--- config.mk ---
export PLATFORM = sky130hd
export DESIGN_NAME = relm_div_seq
export DESIGN_NICKNAME = d
export VERILOG_FILES = /design/src/rtl/relm_div_seq.sv
export SDC_FILE = /design/constraint.sdc
export NUM_CORES = 1
export LEC_CHECK = 0
export CORE_MARGIN = 2
export CORE_UTILIZATION = 29
export DETAILED_ROUTE_END_ITERATION = 7
export PLACE_DENSITY = 0.55
export SETUP_SLACK_MARGIN = 0.4
export SLEW_MARGIN = 20
export SYNTH_ARGS = -nofsm -noshare
export SYNTH_HDL_FRONTEND = slang
export SYNTH_SLANG_ARGS = --single-unit
--- constraint.sdc ---
create_clock -name clk -period 5.5 [get_ports clk]
set_input_delay 0.825 -clock clk [delete_from_list [all_inputs] [get_ports clk]]
set_output_delay 0.825 -clock clk [all_outputs]
set_load 0.01 [all_outputs]
--- src/rtl/relm_div_seq.sv ---
// relm_div_seq -- hardware initiator for the ReLM custom divide unit.
//
// This block replaces the software DIV / DIVINIT / DIVLOOP sequence. It takes an
// unsigned N/D pair on a valid/ready request port and steps the combinational divide
// unit through its sub-ops. It then returns the quotient, the remainder and a
// divide-by-zero flag on a valid/ready response port.
//
// Ports
//   clk, rst                 clock; synchronous active-high reset
//   req_valid/req_ready      request handshake; ready only while idle
//   req_n, req_d             numerator / divisor (unsigned)
//   rsp_valid/rsp_ready      response handshake; rsp_* held until accepted
//   rsp_q, rsp_r, rsp_dz     quotient, remainder, divide-by-zero flag
//   cu_op, cu_opb, cu_x,     operand/op ports driven into the divide unit
//   cu_xb, cu_a, cu_cb       (cu_x carries the sub-op in bits [WOP+1:WOP])
//   cu_a_rd, cu_cb_rd        results returned by the divide unit
//   cu_retry                 unit stall: hold all cu_* and state, capture nothing
//
// Unit result mapping used by the sequencer (cb = {D field, C field, B field}):
//   DIV     : a_rd = one-hot MSB(N), cb_rd.D = one-hot MSB(D), cb_rd.C = N
//   DIVINIT : cb_rd.D = quotient bit pointer q, cb_rd.C = running remainder
//   DIVLOOP : a_rd = next shifted divisor, cb_rd = {next q pointer, remainder, quotient}
//
// Configuration macro: RELM_DIV_SEQ_REGOUT_EN
//   When this macro is defined, cu_a_rd and cu_cb_rd are registered before use. Each
//   unit step then takes two cycles: the first cycle issues the op and the second
//   cycle uses the registered result. The results do not change.
module relm_div_seq #(
    parameter int WD  = 32,
    parameter int WOP = 5,
    parameter int WC  = 64
) (
    input  logic             clk,
    input  logic             rst,
    input  logic             req_valid,
    output logic             req_ready,
    input  logic [WD-1:0]    req_n,
    input  logic [WD-1:0]    req_d,
    output logic             rsp_valid,
    input  logic             rsp_ready,
    output logic [WD-1:0]    rsp_q,
    output logic [WD-1:0]    rsp_r,
    output logic             rsp_dz,
    output logic [WOP-1:0]   cu_op,
    output logic             cu_opb,
    output logic [WD-1:0]    cu_x,
    output logic [WD-1:0]    cu_xb,
    output logic [WD-1:0]    cu_a,
    output logic [WC+WD-1:0] cu_cb,
    input  logic [WD-1:0]    cu_a_rd,
    input  logic [WC+WD-1:0] cu_cb_rd,
    input  logic             cu_retry
);

    localparam int KW = $clog2(WD);
    localparam logic [1:0] SUB_DIV  = 2'b00;
    localparam logic [1:0] SUB_INIT = 2'b01;
    localparam logic [1:0] SUB_LOOP = 2'b10;

    typedef enum logic [2:0] {S_IDLE, S_DIV, S_INIT, S_LOOP, S_RESP} state_t;

    state_t            state_q, state_d;
    logic [WD-1:0]     d_reg;
    logic [KW-1:0]     k_q;
    logic [WD-1:0]     a_use;
    logic [WC+WD-1:0]  cb_use;
    logic              unit_active, step;
    logic [WD-1:0]     n1, d1;
    logic [KW-1:0]     k_new;
    logic              short_path, loop_done;

    // Bit index of the single set bit in a one-hot word.
    function automatic logic [KW-1:0] oh_idx(input logic [WD-1:0] v);
        oh_idx = '0;
        for (int i = 0; i < WD; i++)
            if (v[i]) oh_idx = KW'(i);
    endfunction

    function automatic logic [WD-1:0] sub_x(input logic [1:0] s);
        sub_x = '0;
        sub_x[WOP+1:WOP] = s;
    endfunction

    assign cu_op = WOP'(3'b101);
    assign unit_active = (state_q == S_DIV) || (state_q == S_INIT) || (state_q == S_LOOP);

`ifdef RELM_DIV_SEQ_REGOUT_EN
    logic             phase;
    logic [WD-1:0]    a_rd_q;
    logic [WC+WD-1:0] cb_rd_q;

    // phase 0 issues the op and registers the unit result; phase 1 consumes it.
    always_ff @(posedge clk) begin
        if (rst) begin
            phase   <= 1'b0;
            a_rd_q  <= '0;
            cb_rd_q <= '0;
        end else if (unit_active && !cu_retry) begin
            if (!phase) begin
                a_rd_q  <= cu_a_rd;
                cb_rd_q <= cu_cb_rd;
            end
            phase <= ~phase;
        end
    end

    assign a_use  = a_rd_q;
    assign cb_use = cb_rd_q;
    assign step   = unit_active && phase && !cu_retry;
`else
    assign a_use  = cu_a_rd;
    assign cb_use = cu_cb_rd;
    assign step   = unit_active && !cu_retry;
`endif

    // DIV returns one-hot MSBs. When the numerator MSB sits below the divisor MSB the
    // quotient is zero and the INIT/LOOP phases are skipped.
    assign n1         = a_use;
    assign d1         = cb_use[WC+WD-1 -: WD];
    assign short_path = n1 < d1;
    assign k_new      = oh_idx(n1) - oh_idx(d1);
    assign loop_done  = (cb_use[WC+WD-1 -: WD] == '0);

    always_ff @(posedge clk) begin
        if (rst) state_q <= S_IDLE;
        else     state_q <= state_d;
    end

    // NOTE: every output of this block gets a default first, so no path leaves a value
    // unassigned and no latch is inferred.
    always_comb begin
        state_d   = state_q;
        req_ready = 1'b0;
        rsp_valid = 1'b0;
        unique case (state_q)
            S_IDLE: begin
                req_ready = 1'b1;
                if (req_valid) state_d = (req_d == '0) ? S_RESP : S_DIV;
            end
            S_DIV:  if (step) state_d = short_path ? S_RESP : S_INIT;
            S_INIT: if (step) state_d = S_LOOP;
            S_LOOP: if (step && loop_done) state_d = S_RESP;
            S_RESP: begin
                rsp_valid = 1'b1;
                if (rsp_ready) state_d = S_IDLE;
            end
            default: state_d = S_IDLE;
        endcase
    end

    // NOTE: registered state is written with non-blocking assignments. All flops then
    // update together at the edge, and later statements here see the old values.
    always_ff @(posedge clk) begin
        if (rst) begin
            d_reg  <= '0;
            k_q    <= '0;
            rsp_q  <= '0;
            rsp_r  <= '0;
            rsp_dz <= 1'b0;
            cu_opb <= 1'b0;
            cu_x   <= '0;
            cu_xb  <= '0;
            cu_a   <= '0;
            cu_cb  <= '0;
        end else begin
            unique case (state_q)
                S_IDLE: if (req_valid) begin
                    d_reg <= req_d;
                    if (req_d == '0) begin
                        rsp_q  <= '1;
                        rsp_r  <= req_n;
                        rsp_dz <= 1'b1;
                    end else begin
                        cu_opb <= 1'b1;
                        cu_x   <= sub_x(SUB_DIV);
                        cu_a   <= req_n;
                        cu_xb  <= req_d;
                        cu_cb  <= '0;
                    end
                end
                S_DIV: if (step) begin
                    if (short_path) begin
                        rsp_q  <= '0;
                        rsp_r  <= cu_a;         // cu_a still carries N
                        rsp_dz <= 1'b0;
                    end else begin
                        k_q   <= k_new;
                        cu_x  <= sub_x(SUB_INIT);
                        cu_a  <= WD'(1) << k_new;
                        cu_xb <= '0;
                        cu_cb <= cb_use;
                    end
                end
                S_INIT: if (step) begin
                    // D is aligned under N's MSB, so the shift cannot overflow. The quotient
                    // (B) field starts from zero.
                    cu_x  <= sub_x(SUB_LOOP);
                    cu_a  <= d_reg << k_q;
                    cu_cb <= {cb_use[WC+WD-1:WD], {WD{1'b0}}};
                end
                S_LOOP: if (step) begin
                    cu_a  <= a_use;
                    cu_cb <= cb_use;
                    if (loop_done) begin
                        rsp_q  <= cb_use[WD-1:0];
                        rsp_r  <= cb_use[2*WD-1 -: WD];
                        rsp_dz <= 1'b0;
                    end
                end
                default: ;
            endcase
            // The unit is left idle while a result is pending or the block is idle.
            if (state_d == S_RESP && state_q != S_RESP) begin
                cu_opb <= 1'b0;
                cu_x   <= '0;
                cu_xb  <= '0;
                cu_a   <= '0;
                cu_cb  <= '0;
            end
        end
    end

endmodule

==> key figures, run 1 <==
Finish
  – Area of the multi-input gates: 7988 µm²
  – Fin util: 41.28%
  – Fin nets: 2,368
  – Finished Cell Area: 20,080 µm²
  – Ratio of cells with drive above 1 in the final layout: 7.454%
  – Largest reg by FF count: cu_cb
  – Final Instance Count excl. Fillers: 2,782
  – Register area: 5368 µm²
  – Fill cells: 4,951
  – Max reg flops: 96
  – P&R area growth vs syn: 41.34%
  – Most common cell after layout, fill and taps aside: clkdlybuf4s50_1
  – Antenna Cells: 0
  – Most frequent cells in the layout: 426 x clkdlybuf4s50_1, 289 x nand2_1, 266 x dfxtp_1

Worst setup path
  – Req. time, crit path: 5950 ps
  – Slowest cell on the critical path: o311ai_0
  – Crit-path cells: clkdlybuf4s50_1, nor2_1, o31ai_1, a311oi_1, o311ai_0, a311oi_1, nor3_1, o311ai_0, a21oi_1, fa_1, inv_1, a21o_1, a21oi_1, xor3_1, nand2b_1, o21ai_0, o21ai_0, a311oi_1
  – CP Launch Type: input pin
  – CP Data Arrival Time: 5190 ps
  – Crit path kind: in2reg
  – CP endpoint kind: register
  – Crit-path most repeated cell: a311oi_1
  – Highest cell delay on the worst timing path: 530 ps
  – R2r setup slk: 2180 ps
  – Critical Path Fanout Max: 8

Timing
  – Endpoints failing setup: 0
  – RSZ-0062 raised after global routing: false
  – Final Hold Vio Count: 0
  – Setup_tns: 0 ps
  – Clk_skew: 19.25 ps
  – Fmax: 211.1 MHz
  – Crit share post-route: 86.14%
  – Final setup margin: 762.5 ps
  – Final min period: 4738 ps
  – Pins over their slew limit: 0
  – Least-Margin Pin Slew: 1010 ps
  – Slew margin rel.: 32.49%

Route
  – Post-Route WL: 62.76 mm
  – Routed met1 length: 26.79 mm
  – Met3 WL post-DR: 4.805 mm
  – Detailed-route via count: 14,873
  – ANT nets after route: 0
  – 1st-pass router iterations: 5
  – Via density: 5.346
  – Top routing layer in use: met5
  – Routed WL per cell: 22.56 µm
  – Drt first-iter violations: 1,132
  – Drt drc: 0
  – WL met2: 29.92 mm

Global route
  – Total Routing Usage GR: 23.81%
  – Global route overflow: 0
  – Antenna violations before repair: 4
  – Largest net degree at the start of global routing: 68
  – First-pass GRT wire length: 92.19 mm
  – Vias in the first global route: 14,483

Placed design
  – PortBufs: 426
  – Dpl cells: 2,720
  – Routability cong.: 0.9169
  – Place WS: 282.2 ps
  – Placed inst area: 18,910 µm²
  – Hpwl dp: 47.35 mm

CTS
  – Hold_buf cts: 0
  – Setup Buffers After CTS: 0
  – Worst-case clock buffer depth: 3
  – Clk root buf: clkbuf_16
  – CTS sink cnt: 268
  – H-tree depth: 2
  – CTS-repair resized insts: 0
  – Clock transition at path regs: 50 ps
  – CTS tree: built
  – Worst skew pair latency: 550 ps
  – Cts bufs inserted: 35

Logic synthesis
  – Largest cells by area after synthesis: dfxtp_1 38%, a21oi_1 9.0%, nand2_1 7.7%, mux2i_1 5.0%, nand3_1 4.1%
  – Sequential-to-total area share from yosys stat: 37.76%
  – FFs w/ async S/R, synth: 0%
  – Primary FF master, synth: dfxtp_1
  – Synth cell types: 70
  – Yosys top cell area share: 37.76%
  – Post-synth EDFFs: 0
  – Synth Warn #: 0
  – Synth area leader: dfxtp_1
  – Mean post-synth cell area: 8.004 µm²
  – Mapped Cells: 1,775
  – Flops & latches, synth: 268
  – Synthesized area: 14,210 µm²

Floorplanning
  – Core box area: 48,650 µm²
  – IO Count: 462
  – Initial Util: 29.21%
  – Row count: 81
  – Die Ht: 225.3 µm
  – Die X: 225.3 µm
  – Die ar.: 50,780 µm²

Power and ir drop
  – Power Density: 293.0 nW/µm²
  – Lkg Pwr: 6.953 nW
  – VDD IR max: 0.0002419 V

Flow run
  – Max Cap Viol: 0

Outcome
  – Status: complete, no violations

Min path
  – Worst hold path type: reg2reg
## routing by layer
layer | vias to the layer above | global-route usage [%]
met4 | 6 | 5.875
met5 | - | 0
met2 | 549 | 40.22
li1 | 7030 | -
met1 | 7212 | 29.97
met3 | 76 | 6.506
## cell usage after synthesis (3+ instances only)
master     instances
o311ai_0           4
and2_1             5
nor2_1           140
nand3_1          115
mux2i_1           71
mux4_2             9
nor2b_1            6
a21oi_2           20
nand4_1            8
nor3_1            11
o221ai_1          19
buf_2             26
inv_1             45
o21bai_1           4
o2bb2ai_1         64
o21ai_0           48
nor4_1            21
a221o_1            3
o21a_1             4
a22o_1             3
nand2b_1           5
o22ai_1            7
a211oi_1           8
a21boi_0           3
dfxtp_1          268
mux2_2            22
o31ai_1            6
a311oi_1           6
a21oi_1          256
o21ai_1            4
buf_4             36
a21o_1             9
nand2_1          290
buf_1              4
and3_1             7
ha_1              35
a221oi_1          21
o211ai_1          22
nor4_2             5
buf_6              7
clkbuf_1          92
## report_power, final
group	internal (mW)	total, mW	switching (mW)	leakage, nW
Clock	1.41	2.33	0.921	0.581
Combinational	0.574	1.38	0.809	4.19
Sequential	2.06	2.17	0.106	2.18
Total	4.05	5.88	1.84	6.95
## final timing paths
path	start	end	cells past startpoint
setup / recovery	cu_cb_rd[70]	cu_a[16]	18
hold / removal	cu_cb[90]	cu_cb[90]	2
setup reg to reg	k_q[0]	cu_a[2]	7
hold reg to reg	cu_cb[90]	cu_cb[90]	2
## critical path: cells and delay by family
family	cells	cell delay, ps
AOI/OAI and AO/OA	11	2390
and+or+nand+nor	3	620
buffers and inverters	2	560
adders and majority gates	1	490
xor gates and xnor gates	1	300
## logic make-up (layout without fill, tap and decap cells)
family	Yosys count	after routing	share of synthesized area [%]
AOI/OAI and AO/OA	525	525	23.86
xor gates and xnor gates	5	5	0.4139
adders and majority gates	36	36	3.223
buffers and inverters	212	564	7.265
DFF	268	268	37.76
muxes	102	102	8.173
other	2	35	0.05286
and+or+nand+nor	625	625	19.25
## layout make-up
class / instances / area share [%]
Clock buffer: 53 / 5.402
Tap cell: 622 / 3.876
Multi-Input combinational cell: 1328 / 39.78
Inverter: 46 / 0.8599
Sequential cell: 268 / 26.73
Clock inverter: 9 / 0.4362
Timing Repair Buffer: 456 / 22.92
## stage by stage
| step | hold slack (ps) | total power [mW] |
|---|---|---|
| detailed placement | 445.0 | 3.584 |
| global placement | 438.0 | 3.576 |
| global route | 468.4 | 6.131 |
| floorplan | 435.7 | 2.887 |
| finish | 448.1 | 5.884 |
| CTS | 451.8 | 5.941 |
Note: power is estimated with default switching activity, not from simulation.
==> inputs of run 2 (changes only) <==
Settings changed: GPL_TIMING_DRIVEN set to 0.
==> key figures, run 2 (same netlist as run 1, synthesis figures left out) <==
Outcome
  – Status: complete, no violations

Finish
  – Final Instance Count excl. Fillers: 2,914 (+4.7%)
  – Ratio of cells with drive above 1 in the final layout: 8.031% (+0.58 points)
  – Fin nets: 2,499 (+5.5%)
  – Area of the multi-input gates: 7941 µm² (-0.58%)
  – P&R area growth vs syn: 43.89%
  – Fill cells: 4,976 (+0.50%)
  – Largest reg by FF count: cu_cb
  – Most common cell after layout, fill and taps aside: clkdlybuf4s50_1
  – Max reg flops: 96 (unchanged)
  – Finished Cell Area: 20,440 µm² (+1.8%)
  – Most frequent cells in the layout: 425 x clkdlybuf4s50_1, 290 x nand2_1, 268 x dfxtp_1
  – Register area: 5365 µm² (about the same)

Timing
  – Final setup margin: 719.3 ps (-43.15 ps)
  – RSZ-0062 raised after global routing: false
  – Final Hold Vio Count: 0 (unchanged)
  – Fmax: 209.2 MHz (-0.90%)
  – Clk_skew: 17.79 ps (-1.462 ps)
  – Final min period: 4781 ps (+43.15 ps)
  – Worst hold slack: 450.1 ps (+2.052 ps)
  – Slew margin rel.: 35.02% (+2.5 points)
  – Crit share post-route: 86.92% (+0.78 points)
  – Setup_tns: 0 ps (unchanged)
  – Pins over their slew limit: 0 (unchanged)
  – Endpoints failing setup: 0 (unchanged)
  – Least-Margin Pin Slew: 974.7 ps (-35.45 ps)

Worst setup path
  – Crit path kind: in2reg
  – Req. time, crit path: 6020 ps (+70 ps)
  – R2r startpoint: state_q[1]
  – CP Launch Type: input pin
  – Critical Path Fanout Max: 8 (unchanged)
  – Worst r2r path cells: 8 (+1)
  – CP endpoint kind: register
  – R2r endpoint: cu_cb[95]
  – CP Data Arrival Time: 5300 ps (+110 ps)
  – R2r setup slk: 2080 ps (-100 ps)

Global route
  – Total Routing Usage GR: 24.88% (+1.1 points)
  – Vias in the first global route: 15,086 (+4.2%)
  – Busiest grt layer: met2
  – Met2 usage: 41.50% (+1.3 points)
  – Met1 Use GR: 31.42% (+1.5 points)
  – GR Util met3: 6.936% (+0.43 points)
  – Largest net degree at the start of global routing: 16 (-76%)
  – First-pass GRT wire length: 95.52 mm (+3.6%)
  – Global route overflow: 0 (unchanged)
  – Antenna violations before repair: 5 (+1)

Route
  – Detailed-route via count: 15,350 (+3.2%)
  – Drt first-iter violations: 1,129 (-0.27%)
  – ANT nets after route: 0 (unchanged)
  – Drt drc: 0 (unchanged)
  – Routed WL per cell: 22.45 µm (-0.50%)
  – Via density: 5.268 (-1.5%)
  – 1st-pass router iterations: 6 (+1)
  – Post-Route WL: 65.41 mm (+4.2%)

Power and ir drop
  – Lkg Pwr: 7.163 nW (+3.0%)
  – VDD IR max: 0.0002398 V (-0.89%)
  – Power Density: 283.2 nW/µm² (-3.4%)

Floorplanning
  – IO Count: 462 (unchanged)
  – Initial Util: 29.21% (unchanged)
  – Die X: 225.3 µm (unchanged)
  – Die ar.: 50,780 µm² (unchanged)
  – Row count: 81 (unchanged)
  – Core box area: 48,650 µm² (unchanged)
  – Die Ht: 225.3 µm (unchanged)

CTS
  – Setup Buffers After CTS: 0 (unchanged)
  – Clock transition at path regs: 60 ps (about the same)
  – CTS sink cnt: 268 (unchanged)
  – Worst skew pair latency: 600 ps (+50 ps)
  – Worst-case clock buffer depth: 3 (unchanged)
  – Cts bufs inserted: 31 (-11%)
  – CTS-repair resized insts: 0 (unchanged)
  – CTS tree: built
  – H-tree depth: 1 (-1)
  – Hold_buf cts: 0 (unchanged)
  – Clk root buf: clkbuf_16

Min path
  – Hold path startpoint: cu_cb[58]
  – Hold path depth: 2 (unchanged)
  – Worst Hold End: cu_cb[58]
  – Worst hold path type: reg2reg

Placed design
  – PortBufs: 425 (-0.23%)
  – Routability cong.: 0.9274 (+1.1%)
  – Placed inst area: 19,360 µm² (+2.4%)
  – Dpl cells: 2,855 (+5.0%)
  – Place WS: -58.95 ps (-341.2 ps)
  – Hpwl dp: 52.87 mm (+12%)

Flow run
  – Max Cap Viol: 0 (unchanged)
run 2: cell types whose count changed in the layout (fill, tap and decap cells not counted), moves of 3 or more:
| cell | before | now |
|---|---|---|
| buf_1 | 0 | 4 |
| buf_12 | 9 | 1 |
| buf_2 | 0 | 26 |
| buf_4 | 21 | 36 |
| buf_6 | 0 | 7 |
| clkbuf_1 | 5 | 100 |
| clkbuf_16 | 36 | 31 |
| o21ai_1 | 3 | 6 |
run 2: worst max-delay path by stage:
stage	end	slack (ps)	from	depth (start not counted)
after floorplan	cu_a[24]	1450	cu_cb_rd[70]	18
after global placement	cu_a[3]	-50	cu_cb_rd[66]	18
after detailed placement	cu_a[28]	-60	cu_cb_rd[66]	19
after CTS	cu_a[28]	550	cu_cb_rd[66]	19
after global routing	cu_a[24]	430	cu_cb_rd[66]	19
final	cu_a[28]	720	cu_cb_rd[66]	19
run 2: layout make-up:
cell class / count / area share, %
multi-input cells: 1328 / 38.85
flip-flops and latches: 268 / 26.24
repair buffers: 425 / 20.81
clock buffers: 50 / 4.633
plain buffers: 166 / 4.211
well taps: 622 / 3.807
inverters: 46 / 0.8446
clock inverters: 8 / 0.5937
diodes: 1 / 0.01224
run 2: layer usage:
layer	wire [µm]	vias to the layer above
met1	27720	7322
met5	37	-
met2	30590	639
met3	5376	93
met4	1679	6
li1	-	7290
run 2: critical path, stage by stage:
cell and delay [ps]:
clkdlybuf4s50_1 570, nor2_1 100, o31ai_1 240, a311oi_1 150, o311ai_1 370, a311oi_1 160
nor3_1 210, o311ai_2 130, a21oi_1 240, fa_1 300, inv_1 60, a21o_1 180
a21oi_1 160, xor3_1 390, or2_2 340, clkbuf_1 220, o221ai_1 320, o211ai_1 170
a21oi_1 170
run 2: power by group:
| part | leakage (nW) | internal (mW) | switching (mW) |
|---|---|---|---|
| Clock | 0.523 | 1.31 | 0.867 |
| Combinational | 4.46 | 0.591 | 0.864 |
| Sequential | 2.18 | 2.06 | 0.0943 |
run 2: metrics by stage:
step                      total power, mW  util (%)
final                               5.789     42.02
after global routing                6.023     42.02
after CTS                           5.820     42.00
after detailed placement            3.636     39.80
after global placement              3.628     39.80
after floorplan                     2.887         -
